--- src/rtl/serial_pkg.sv ---
// serial_pkg: shared types and helpers for the bit-serial front-end blocks.
//   state_t : shifter control state (IDLE waits for a word, SHIFT emits bits)
//   cnt_w() : bit-counter width for a given word width, never below 1 bit
package serial_pkg;

  typedef enum logic [0:0] {
    IDLE  = 1'b0,
    SHIFT = 1'b1
  } state_t;

  // Counter must index WIDTH-1 down to 0; a 1-bit word still needs a 1-bit counter.
  function automatic int cnt_w(input int width);
    int c;
    c = $clog2(width);
    return (c < 1) ? 1 : c;
  endfunction

endpackage

--- src/rtl/serial_word_shifter.sv ---
// serial_word_shifter: parallel-to-serial converter feeding bit-serial detectors.
// Accepts a WIDTH-bit word on a valid/ready handshake and emits it one bit per
// transfer, MSB-first (MSB_FIRST=1) or LSB-first (MSB_FIRST=0).
// Ports:
//   clk, rst          clock, synchronous active-high reset
//   din, din_valid    parallel word and its valid strobe
//   din_ready         word can be accepted this cycle (combinational on ser_ready)
//   ser_out           current serial bit
//   ser_valid         ser_out is valid
//   ser_ready         downstream takes ser_out this cycle
//   ser_first         ser_out is the first bit of the word in transmit order
//   ser_last          ser_out is the final bit of the word
//   busy              a word is in flight
module serial_word_shifter
  import serial_pkg::*;
#(
  parameter int WIDTH     = 8,
  parameter bit MSB_FIRST = 1'b1
) (
  input  logic             clk,
  input  logic             rst,
  input  logic [WIDTH-1:0] din,
  input  logic             din_valid,
  output logic             din_ready,
  output logic             ser_out,
  output logic             ser_valid,
  input  logic             ser_ready,
  output logic             ser_first,
  output logic             ser_last,
  output logic             busy
);

  localparam int             CW       = cnt_w(WIDTH);
  localparam logic [CW-1:0]  CNT_LOAD = CW'(WIDTH - 1);
  localparam logic [CW-1:0]  CNT_ZERO = CW'(0);
  localparam logic [CW-1:0]  CNT_ONE  = CW'(1);

  state_t           state_r, state_s;
  logic [WIDTH-1:0] shreg_r, shreg_s;
  logic [CW-1:0]    cnt_r, cnt_s;
  logic             first_r, first_s;
  logic             din_ready_s;
  logic             accept_s;
  logic             xfer_s;
  logic             cnt_zero_s;

  // Handshake decode; din_ready is the only path from an input to an output.
  always_comb begin
    cnt_zero_s  = (cnt_r == CNT_ZERO);
    din_ready_s = (state_r == IDLE) ||
                  ((state_r == SHIFT) && cnt_zero_s && ser_ready);
    accept_s    = din_valid && din_ready_s;
    xfer_s      = (state_r == SHIFT) && ser_ready;
  end

  // Next-state logic: load on accept, shift on transfer, hold on stall.
  always_comb begin
    state_s = state_r;
    shreg_s = shreg_r;
    cnt_s   = cnt_r;
    first_s = first_r;
    case (state_r)
      IDLE: begin
        if (accept_s) begin
          state_s = SHIFT;
          shreg_s = din;
          cnt_s   = CNT_LOAD;
          first_s = 1'b1;
        end else begin
          first_s = 1'b0;
        end
      end
      SHIFT: begin
        if (xfer_s && !cnt_zero_s) begin
          shreg_s = MSB_FIRST ? (shreg_r << 1'b1) : (shreg_r >> 1'b1);
          cnt_s   = cnt_r - CNT_ONE;
          first_s = 1'b0;
        end else if (xfer_s && accept_s) begin
          // Last bit leaves while the next word loads: no bubble.
          shreg_s = din;
          cnt_s   = CNT_LOAD;
          first_s = 1'b1;
        end else if (xfer_s) begin
          state_s = IDLE;
          first_s = 1'b0;
        end else begin
          state_s = SHIFT;
        end
      end
      default: begin
        state_s = IDLE;
        shreg_s = '0;
        cnt_s   = CNT_ZERO;
        first_s = 1'b0;
      end
    endcase
  end

  // State, shift register, counter and first-bit flag registers.
  always_ff @(posedge clk) begin
    if (rst) begin
      state_r <= IDLE;
      shreg_r <= '0;
      cnt_r   <= CNT_ZERO;
      first_r <= 1'b0;
    end else begin
      state_r <= state_s;
      shreg_r <= shreg_s;
      cnt_r   <= cnt_s;
      first_r <= first_s;
    end
  end

  assign din_ready = din_ready_s;
  assign ser_out   = MSB_FIRST ? shreg_r[WIDTH-1] : shreg_r[0];
  assign ser_valid = (state_r == SHIFT);
  assign busy      = (state_r == SHIFT);
  assign ser_first = first_r && (state_r == SHIFT);
  assign ser_last  = (state_r == SHIFT) && cnt_zero_s;

endmodule

--- config.mk ---
export PLATFORM = sky130hd
export DESIGN_NAME = serial_word_shifter
export DESIGN_NICKNAME = d
export VERILOG_FILES = /design/src/rtl/serial_pkg.sv /design/src/rtl/serial_word_shifter.sv
export SDC_FILE = /design/constraint.sdc
export NUM_CORES = 1
export LEC_CHECK = 0
export CAP_MARGIN = 10
export CORE_MARGIN = 4
export CORE_UTILIZATION = 40
export CTS_BUF_LIST = sky130_fd_sc_hd__clkbuf_4 sky130_fd_sc_hd__clkbuf_8
export DETAILED_ROUTE_END_ITERATION = 8
export PLACE_DENSITY_LB_ADDON = 0.15
export SLEW_MARGIN = 40
export SYNTH_ARGS = -nofsm -noshare
export SYNTH_HDL_FRONTEND = slang
export SYNTH_SLANG_ARGS = --single-unit
--- constraint.sdc ---
create_clock -name clk -period 2 [get_ports clk]
set_input_delay 0.4 -clock clk [delete_from_list [all_inputs] [get_ports clk]]
set_output_delay 0.4 -clock clk [all_outputs]
set_load 0.01 [all_outputs]
==> metrics.md <==
| Metric | Value |
|---|---|
| Status | finished, final reports clean |
| Detailed Place HPWL | about 1100 µm |
| Ys flop type | dfxtp_1 |
| Die area | roughly 2600 µm² |
| Critical hold path startpoint | cnt_r[0] |
| Antenna viol nets, final | 0 |
| Gate Count Post-Synth | 86 |
| Root buffer cell | clkbuf_4 |
| Final worst-path cycle share | 0.943 |
| Hold EP | cnt_r[0] |
| VDD IR-drop max | 0.000358 V |
| DRT Pass-1 Iters | 4 |
| Reg power frac | 0.460 |
| Initial antenna violation count | 0 |
| WP data required | about 1600 ps |
| Hold path depth | 2 |
| Sw Ratio | 0.268 |
| Crit-path max cell delay | 330 ps |
| Die Y | between 50 and 60 µm |
| RR Startpoint | cnt_r[0] |
| Placed insts | around 130 |
| Vias per cell | 4.83 |
| Clk buf depth | 2 |
| Post-CTS setup buffers | 0 |
| GP Congestion | 0.693 |
| Top post-synthesis cells by area | dfxtp_1 (36%), o211a_1 (9.6%), nor2_1 (7.2%), nor3b_1 (7.2%), a21oi_1 (6.8%) |
| Max frequency | roughly 0.53 GHz |
| Post-synth cell types | 23 |
| TritonCTS clock tree | yes |
| Max Cap Viol | 0 |
| RSZ-0062 raised after global routing | no |
| Register bit total from synthesis | 13 |
| DP Area | between 900 and 1000 µm² |
| Layout cells sized above 1 | 0.176 |
| Slew @ Worst Pin | approximately 290 ps |
| Post-route minimum period | 1890 ps |
| Max Fanout on Critical Path | 4 |
| Startpoint Class | register |
| Worst R2R Setup Slack | 310 ps |
| First-pass GRT wire length | 2600 µm |
| Number of synthesized flops with an enable pin | 0 |
| Synth area leader | dfxtp_1 |
| Slowest CP cell | dfxtp_2 |
| H-tree depth | 1 |
| Power Internal | 0.481 mW |
| Ant diodes | 0 |
| All-Layer GR Usage | 0.130 |
| CP endpoint kind | output port |
| Skew final | between 4 and 5 ps |
| # DRC | 0 |
| Filler Cells Inserted | approximately 180 |
| Hold-fix buffers, CTS | 0 |
| Final Cell Area | 977 µm² |
| FF-to-FF End | cnt_r[1] |
| Comb pwr share | 0.281 |
| Crit Path Category | register to output port |
| Syn nets | 100 |
| Area growth syn-to-layout | 33.7% |
| Asr flop ratio synth | 0 |
| Row cnt | 15 |
| Top-count cell post-synth | nor2_1 |
| P per Cell Area | 673 nW/µm² |
| Commonest cells post-synth | nor2_1 (14), dfxtp_1 (13), a21oi_1 (10) |
| Min-Delay Path Class | register to register |
| Final hold vios | 0 |
| Vias in the first global route | around 600 |
| Clock Latency Late Sink | about 270 ps |
| Worst endpoint data arrival time | roughly 1500 ps |
| Max-slew violation count | 0 |
| Total gr overflow | 0 |
| Slew headroom | 0.808 |
| Seq/Total Area, Yosys | 0.356 |
| Number of setup violations in the final report | 0 |
| Clock transition at path regs | roughly 70 ps |
| Avg Cell Area, Syn | around 8.5 µm² |
| DRC violation total after the first TritonRoute iteration | 7 |
| Chip width | ~50 µm |
| Setup TNS Final | 0 ps |
| Reg2reg path depth | 7 |
| P_sw | 0.177 mW |
| Cts bufs inserted | 3 |
| Initial Utilization | 0.423 |
| Core Area | roughly 1700 µm² |
| LEAKAGE | approximately 0.45 nW |
| Post-route insts no fill | around 130 |
| Final net count | 123 |
| Warnings from Yosys | 0 |
| WL per Instance | about 11 µm |
| Vias | 643 |
| Clock share of power | 0.259 |
| CTS sink cnt | 13 |
| Mapped Area | 731 µm² |
| I/O Pins | 18 |
| PortBufs | 17 |
| Routed WL | between 1500 and 2000 µm |
| Cell chain of the critical path | inv_1 > ha_1 > ha_2 > and2_2 > dlygate4sd2_1 |
| Synth top area share | 0.356 |
| Largest net degree at the start of global routing | 17 |
[power by group through the flow]
stage	clock network, mW	logic [mW]	registers [mW]
after floorplan	0	0.118	0.306
after global placement	0	0.183	0.307
after detailed placement	0	0.186	0.308
after CTS	0.180	0.184	0.302
after global routing	0.201	0.206	0.306
final	0.170	0.185	0.302
[worst max-delay path by stage]
stage | start | end | slack (ps) | depth (start not counted)
global placement | ser_ready | din_ready | 40 | 3
finish | cnt_r[0] | ser_last | 110 | 5
floorplan | cnt_r[0] | cnt_r[1] | 420 | 7
CTS | cnt_r[0] | din_ready | 6 | 5
detailed placement | ser_ready | din_ready | 60 | 3
global route | cnt_r[0] | ser_last | 20 | 5
[placed cells by master (no fill, tap or decap), drive strengths merged]
cell type / instances
a221oi: 2
a21oi: 10
nand2b: 2
inv: 5
ha: 2
nor3b: 7
and2: 2
a21o: 1
dlygate4sd2: 1
clkdlybuf4s15: 1
mux2i: 1
buf: 8
nand2: 2
o211a: 7
nor2: 14
dfxtp: 13
clkbuf: 4
clkdlybuf4s50: 15
and3b: 1
a22o: 1
o21ai: 7
or3b: 1
a21bo: 1
[sequential cells by signal (all words and copies together), names as in the netlist]
register / cells
busy: 1
first_r: 1
shreg_r: 8
cnt_r: 3
[layer usage]
metal / vias up / routed length, µm / part of all wire / global-route usage
met1: 283 / 745 / 0.50 / 0.169
met5: - / 0 / 0 / 0
met2: 12 / 682 / 0.45 / 0.204
met4: 0 / 9 / 0.0060 / 0.0404
li1: 346 / - / - / -
met3: 2 / 68 / 0.045 / 0.0415
[cells by family (layout without fill, tap and decap cells)]
logic type | Yosys count | after routing | synth area share
mux | 1 | 1 | 0.0137
compound gates | 29 | 29 | 0.286
fa+ha+maj | 2 | 2 | 0.0342
buf+inv | 12 | 34 | 0.0908
flops | 13 | 13 | 0.356
simple gates | 29 | 29 | 0.219
[timing repair]
action | CTS | global route
resized for setup | 2 | 3
endpoints found under the setup margin | 2 | 2
gates cloned | 0 | 0
[critical path: cells and delay by family, from the launching register on]
family        cells  cell delay, ps
fa+ha+maj         2             390
flops             1             330
simple gates      1             180
buf+inv           2             330
[through the flow]
step           setup slack, ps  utilization  power [mW]  hold WS [ps]
2_1_floorplan              421            -       0.424           446
3_3_place_gp              41.3        0.547       0.491           457
3_5_place_dp              60.0        0.547       0.494           470
4_1_cts                   6.20        0.563       0.667           481
5_1_grt                   22.6        0.566       0.713           509
6_report                   114        0.566       0.658           470
[layout make-up]
type                       instances  area, µm²  share of cell area
inverter                           5       18.8              0.0192
timing repair buffer              25        229               0.234
sequential                        13        262               0.268
clock buffer                       4       30.0              0.0307
tap                               25       31.3              0.0320
multi-input combinational         61        407               0.416
No activity file was read; power rests on OpenSTA's default activity.
==> variant 1 (same settings) <==
Set the parameter `WIDTH` to 6 (it was 8).
--- a/src/rtl/serial_word_shifter.sv
+++ b/src/rtl/serial_word_shifter.sv
@@ -15,5 +15,5 @@
   import serial_pkg::*;
 #(
-  parameter int WIDTH     = 8,
+  parameter int WIDTH     = 6,
   parameter bit MSB_FIRST = 1'b1
 ) (
Interface: changed (resized din); port bits go from 18 to 16. The function was not compared with the original's and may differ.
==> variant 1 against the original RTL <==
Sequential cell count fell by 2; routed wire length fell by 3.8%; worst setup slack got worse by 56 ps; design area fell by 13%; power fell by 12%; count of clock-buffer cells in the layout did not move; highest routed layer unchanged; largest power group unchanged; critical path type unchanged; synthesized area fell by 4.6%.
==> variant 1: results (changes against the original RTL) <==
Global routing
  • Gr usage total: 12.5% (-0.58 points)
  • Largest net degree at the start of global routing: 18 (+1)
  • Wire length of the first global-routing pass: 2.34 mm (-10%)
  • Via count of the first global-routing pass: 517 (-16%)

Critical path
  • Longest individual stage delay on the worst path: 350 ps (+20 ps)
  • Largest fanout on the critical path: 4 (unchanged)
  • Data arrival time of the worst path: 1540 ps (+50 ps)
  • Highest-delay cell along the critical path: dfxtp_2

Synth
  • Synthesized-area fraction occupied by adder cells: 3.59% (+0.17 points)
  • Biggest area contributors in the synthesized netlist: dfxtp_1 32%, o211a_1 7.2%, a21oi_1 5.7%, nor2_1 5.4%, nor3b_1 5.4%
  • Number of library cell types mapped by synthesis: 28 (+22%)
  • Share of synthesized registers carrying an async set or reset: 0% (unchanged)
  • Share of the yosys chip area belonging to registers: 31.6% (-4.0 points)
  • Post-synthesis compound-gate area fraction: 25.3% (-3.3 points)
  • Most frequent cells after synthesis: 11 x dfxtp_1, 10 x nor2_1, 8 x a21oi_1, 7 x o21ai_0
  • Multiplexer share of the synthesized area: 0% (-1.4 points)
  • Synth warnings: 0 (unchanged)
  • Post-Synthesis Net Count: 92 (-8.0%)
  • Fraction of synthesized cell area in xor and xnor cells: 0% (unchanged)

Finish
  • Proportion of layout cells with a drive suffix above 1: 19.8% (+2.2 points)
  • Count of fill cells added during filler insertion: 174 (-0.57%)
  • Number of flip-flops under the largest register name: 6 (-2)
  • Largest registers: shreg_r x6, cnt_r x3
  • Final net count: 109 (-11%)
  • Diode insertion count for antenna repair: 0 (unchanged)

STA
  • Tightest Pin Transition: 460 ps (+172 ps)
  • Count of final setup violators: 0 (unchanged)
  • Post-route clock skew: 4.80 ps (+0.545 ps)

Power
  • Logic gate share of total power: 26.7% (-1.4 points)
  • Leakage: 0.361 nW (-19%)
  • Post-layout power: 576 uW (-12%)
  • Worst VDD drop: 0.376 mV (+5.0%)
  • Reported net switching power: 163 uW (-7.8%)

Clocking
  • Cells resized by post-CTS repair: 3 (+1)
  • CTS Root Cell: clkbuf_4
  • CTS Buf Count: 3 (unchanged)
  • Post-CTS setup buffer count: 0 (unchanged)
  • Clock Pin Slew Worst Setup and Hold Paths: 70 ps (about the same)
  • Clk Latency, worst-skew pair: 270 ps (about the same)

Place
  • Gp weighted congestion: 0.784 (+13%)
  • Half-perimeter wire length after detailed placement: 1.03 mm (-6.9%)
  • Number of buffers added on ports: 15 (-2)

Status
  • Run status: completed

Routing
  • Average wire per standard cell: 12.9 microns (+14%)
  • Number of vias per cell: 5.47 (+13%)
  • 1st-iter DRT viols: 10 (+3)
  • Number of iterations in the first detailed-routing pass: 4 (unchanged)

Hold path
  • Class of the worst hold path: flop to flop

Flow run
  • Max Cap Viol: 0 (unchanged)
==> variant 1: cell count changes in the layout (fill, tap and decap cells not counted), sizes merged, moves of 2 or more <==
| cell | change |
|---|---|
| a221oi | -2 |
| clkdlybuf4s50 | -2 |
| buf | -3 |
| nor3b | -2 |
| o211a | -2 |
| nand3b | +2 |
| nand3 | +2 |
| nor2 | -4 |
| dfxtp | -2 |
==> variant 1: worst max-delay path, delay by kind of cell (launching register included) <==
family | cells | cell delay [ps]
adder cells (fa/ha/maj) | 2 | 380
flip-flops | 1 | 350
buffers and inverters | 2 | 330
AO/OA/AOI/OAI | 1 | 220
==> variant 1: area by class of cell <==
cell class	instances	area, sq um	share of cell area (%)
clock buffers	4	30.0	3.54
well taps	16	20.0	2.36
inverters	4	15.0	1.77
multi-input cells	57	377	44.4
repair buffers	20	185	21.8
flip-flops and latches	11	221	26.1
==> variant 1: final timing paths <==
| check | start | end | slack (ps) | depth (start not counted) |
|---|---|---|---|---|
| worst max register to register | cnt_r[0] | shreg_r[1] | 400 | 7 |
| worst max-delay path | cnt_r[0] | din_ready | 60 | 5 |
| worst min-delay path | cnt_r[2] | cnt_r[2] | 470 | 2 |
| worst min register to register | cnt_r[2] | cnt_r[2] | 470 | 2 |
==> variant 1: metrics by stage <==
step	setup slack (ps)	cells	cell area (sq um)
floorplan	453	80	697
global placement	46.3	108	817
detailed placement	46.2	108	817
CTS	14.2	112	846
global route	3.63	112	848
finish	58.0	112	848
==> variant 1: routing by layer <==
metal  vias up  global-route usage (%)  wire length (microns)
li1        311                       -                      -
met1       285                    15.2                    667
met2        15                    19.2                    666
met3         2                    5.72                    105
met4         0                    4.15                     10
met5         -                       0                      0
==> variant 2 (same settings) <==
Without the edit above. Reset style: asynchronous (`rst`), changed in one clocked block. Comments in the files are not updated.
--- a/src/rtl/serial_word_shifter.sv
+++ b/src/rtl/serial_word_shifter.sv
@@ -98,5 +98,5 @@
 
   // State, shift register, counter and first-bit flag registers.
-  always_ff @(posedge clk) begin
+  always_ff @(posedge clk or posedge rst) begin
     if (rst) begin
       state_r <= IDLE;
Formal check against the unedited RTL: differs if rst is asserted again (counterexample within 4 cycles, from zero or initial values and one cycle with rst high); with rst held inactive, the same outputs for 10 cycles.
==> variant 2 against the original RTL <==
Critical path depth unchanged; worst setup slack lost 19 ps; sequential cell count unchanged; routed wire length rose by 23%; design area grew 10%; synthesized area increased by 17%; largest cell class unchanged.
Power is not compared: it rests on default switching activity, and its combinational part moved more than twofold at a synthesized area within 25%.
==> variant 2: results (changes against the original RTL) <==
Status
  • Run status: completed

Hold path
  • Class of the worst hold path: primary input to asynchronous set/reset pin

Place
  • Cell Area, Placed: 1040 sq um (+9.7%)
  • Post-Place Worst Slack: 38.7 ps (-21.3 ps)
  • Half-perimeter wire length after detailed placement: 1.32 mm (+20%)

Synth
  • Share of synthesized registers carrying an async set or reset: 100% (+100 points)
  • Multiplexer share of the synthesized area: 5.29% (+3.9 points)
  • Number of library cell types mapped by synthesis: 32 (+39%)
  • Share of the yosys chip area belonging to registers: 38.2% (+2.6 points)
  • Most frequent cells after synthesis: 13 x dfrtp_1, 10 x inv_1, 5 x nor2_1

Finish
  • Non-clk invs: 11 (+6)
  • Register share of the cell area: 30.3% (+3.6 points)
  • Comb_multi_in: 56 (-8.2%)
  • Proportion of layout cells with a drive suffix above 1: 17.9% (+0.33 points)
  • Multi-input gate share of total cell area: 41.2% (-0.45 points)
  • Fraction of area in clock buffers and inverters: 2.79% (-0.28 points)
  • Number of signal-net buffers in the layout: 22 (-12%)
  • Area share of buffers outside the clock network: 18.7% (-4.7 points)

Clocking
  • Clock Pin Slew Worst Setup and Hold Paths: 90 ps (+20 ps)

STA
  • Post-route clock skew: 4.46 ps (+0.210 ps)
  • Relative slew slack: 64.1% (-17 points)
  • Final period demand of the worst path: 1910 ps (+19.5 ps)
  • Min Hold Slack: 456 ps (-13.3 ps)

Routing
  • Detailed route wirelength on metal2: 858 microns (+26%)
  • Total met3 wirelength after detailed routing: 116 microns (+71%)
  • Length of routed wiring on met1: 869 microns (+17%)

Global routing
  • Met2 track utilization from global routing: 25.7% (+5.3 points)
  • Gr usage total: 15.6% (+2.5 points)
## variant 2: worst paths after layout
check,start,cells past startpoint,to
setup / recovery,cnt_r[0],5,ser_last
hold / removal,rst,2,cnt_r[0]
setup reg to reg,cnt_r[0],7,shreg_r[2]
hold reg to reg,shreg_r[0],2,shreg_r[0]
max in group asynchronous,rst,2,busy
min in group clk,shreg_r[0],2,shreg_r[0]
## variant 2: critical path, stage by stage, from the launching register on
cell and delay [ps]:
dfrtp_1 370, inv_1 70, ha_2 200, ha_4 170, and2_1 150, dlygate4sd2_1 280
## variant 2: power by group through the flow
stage	Combinational (mW)	Clock (mW)	Sequential [mW]
6_report	0.468	0.181	0.432
2_1_floorplan	0.332	0	0.424
5_1_grt	0.537	0.204	0.449
3_5_place_dp	0.459	0	0.440
3_3_place_gp	0.452	0	0.434
4_1_cts	0.460	0.193	0.434
## variant 2: what timing repair did
action,CTS,global route
setup endpoints to repair,2,3
hold buffers,0,0
hold endpoints to repair,0,0
cloned,0,0
setup buffers,0,0
resized for setup,4,4
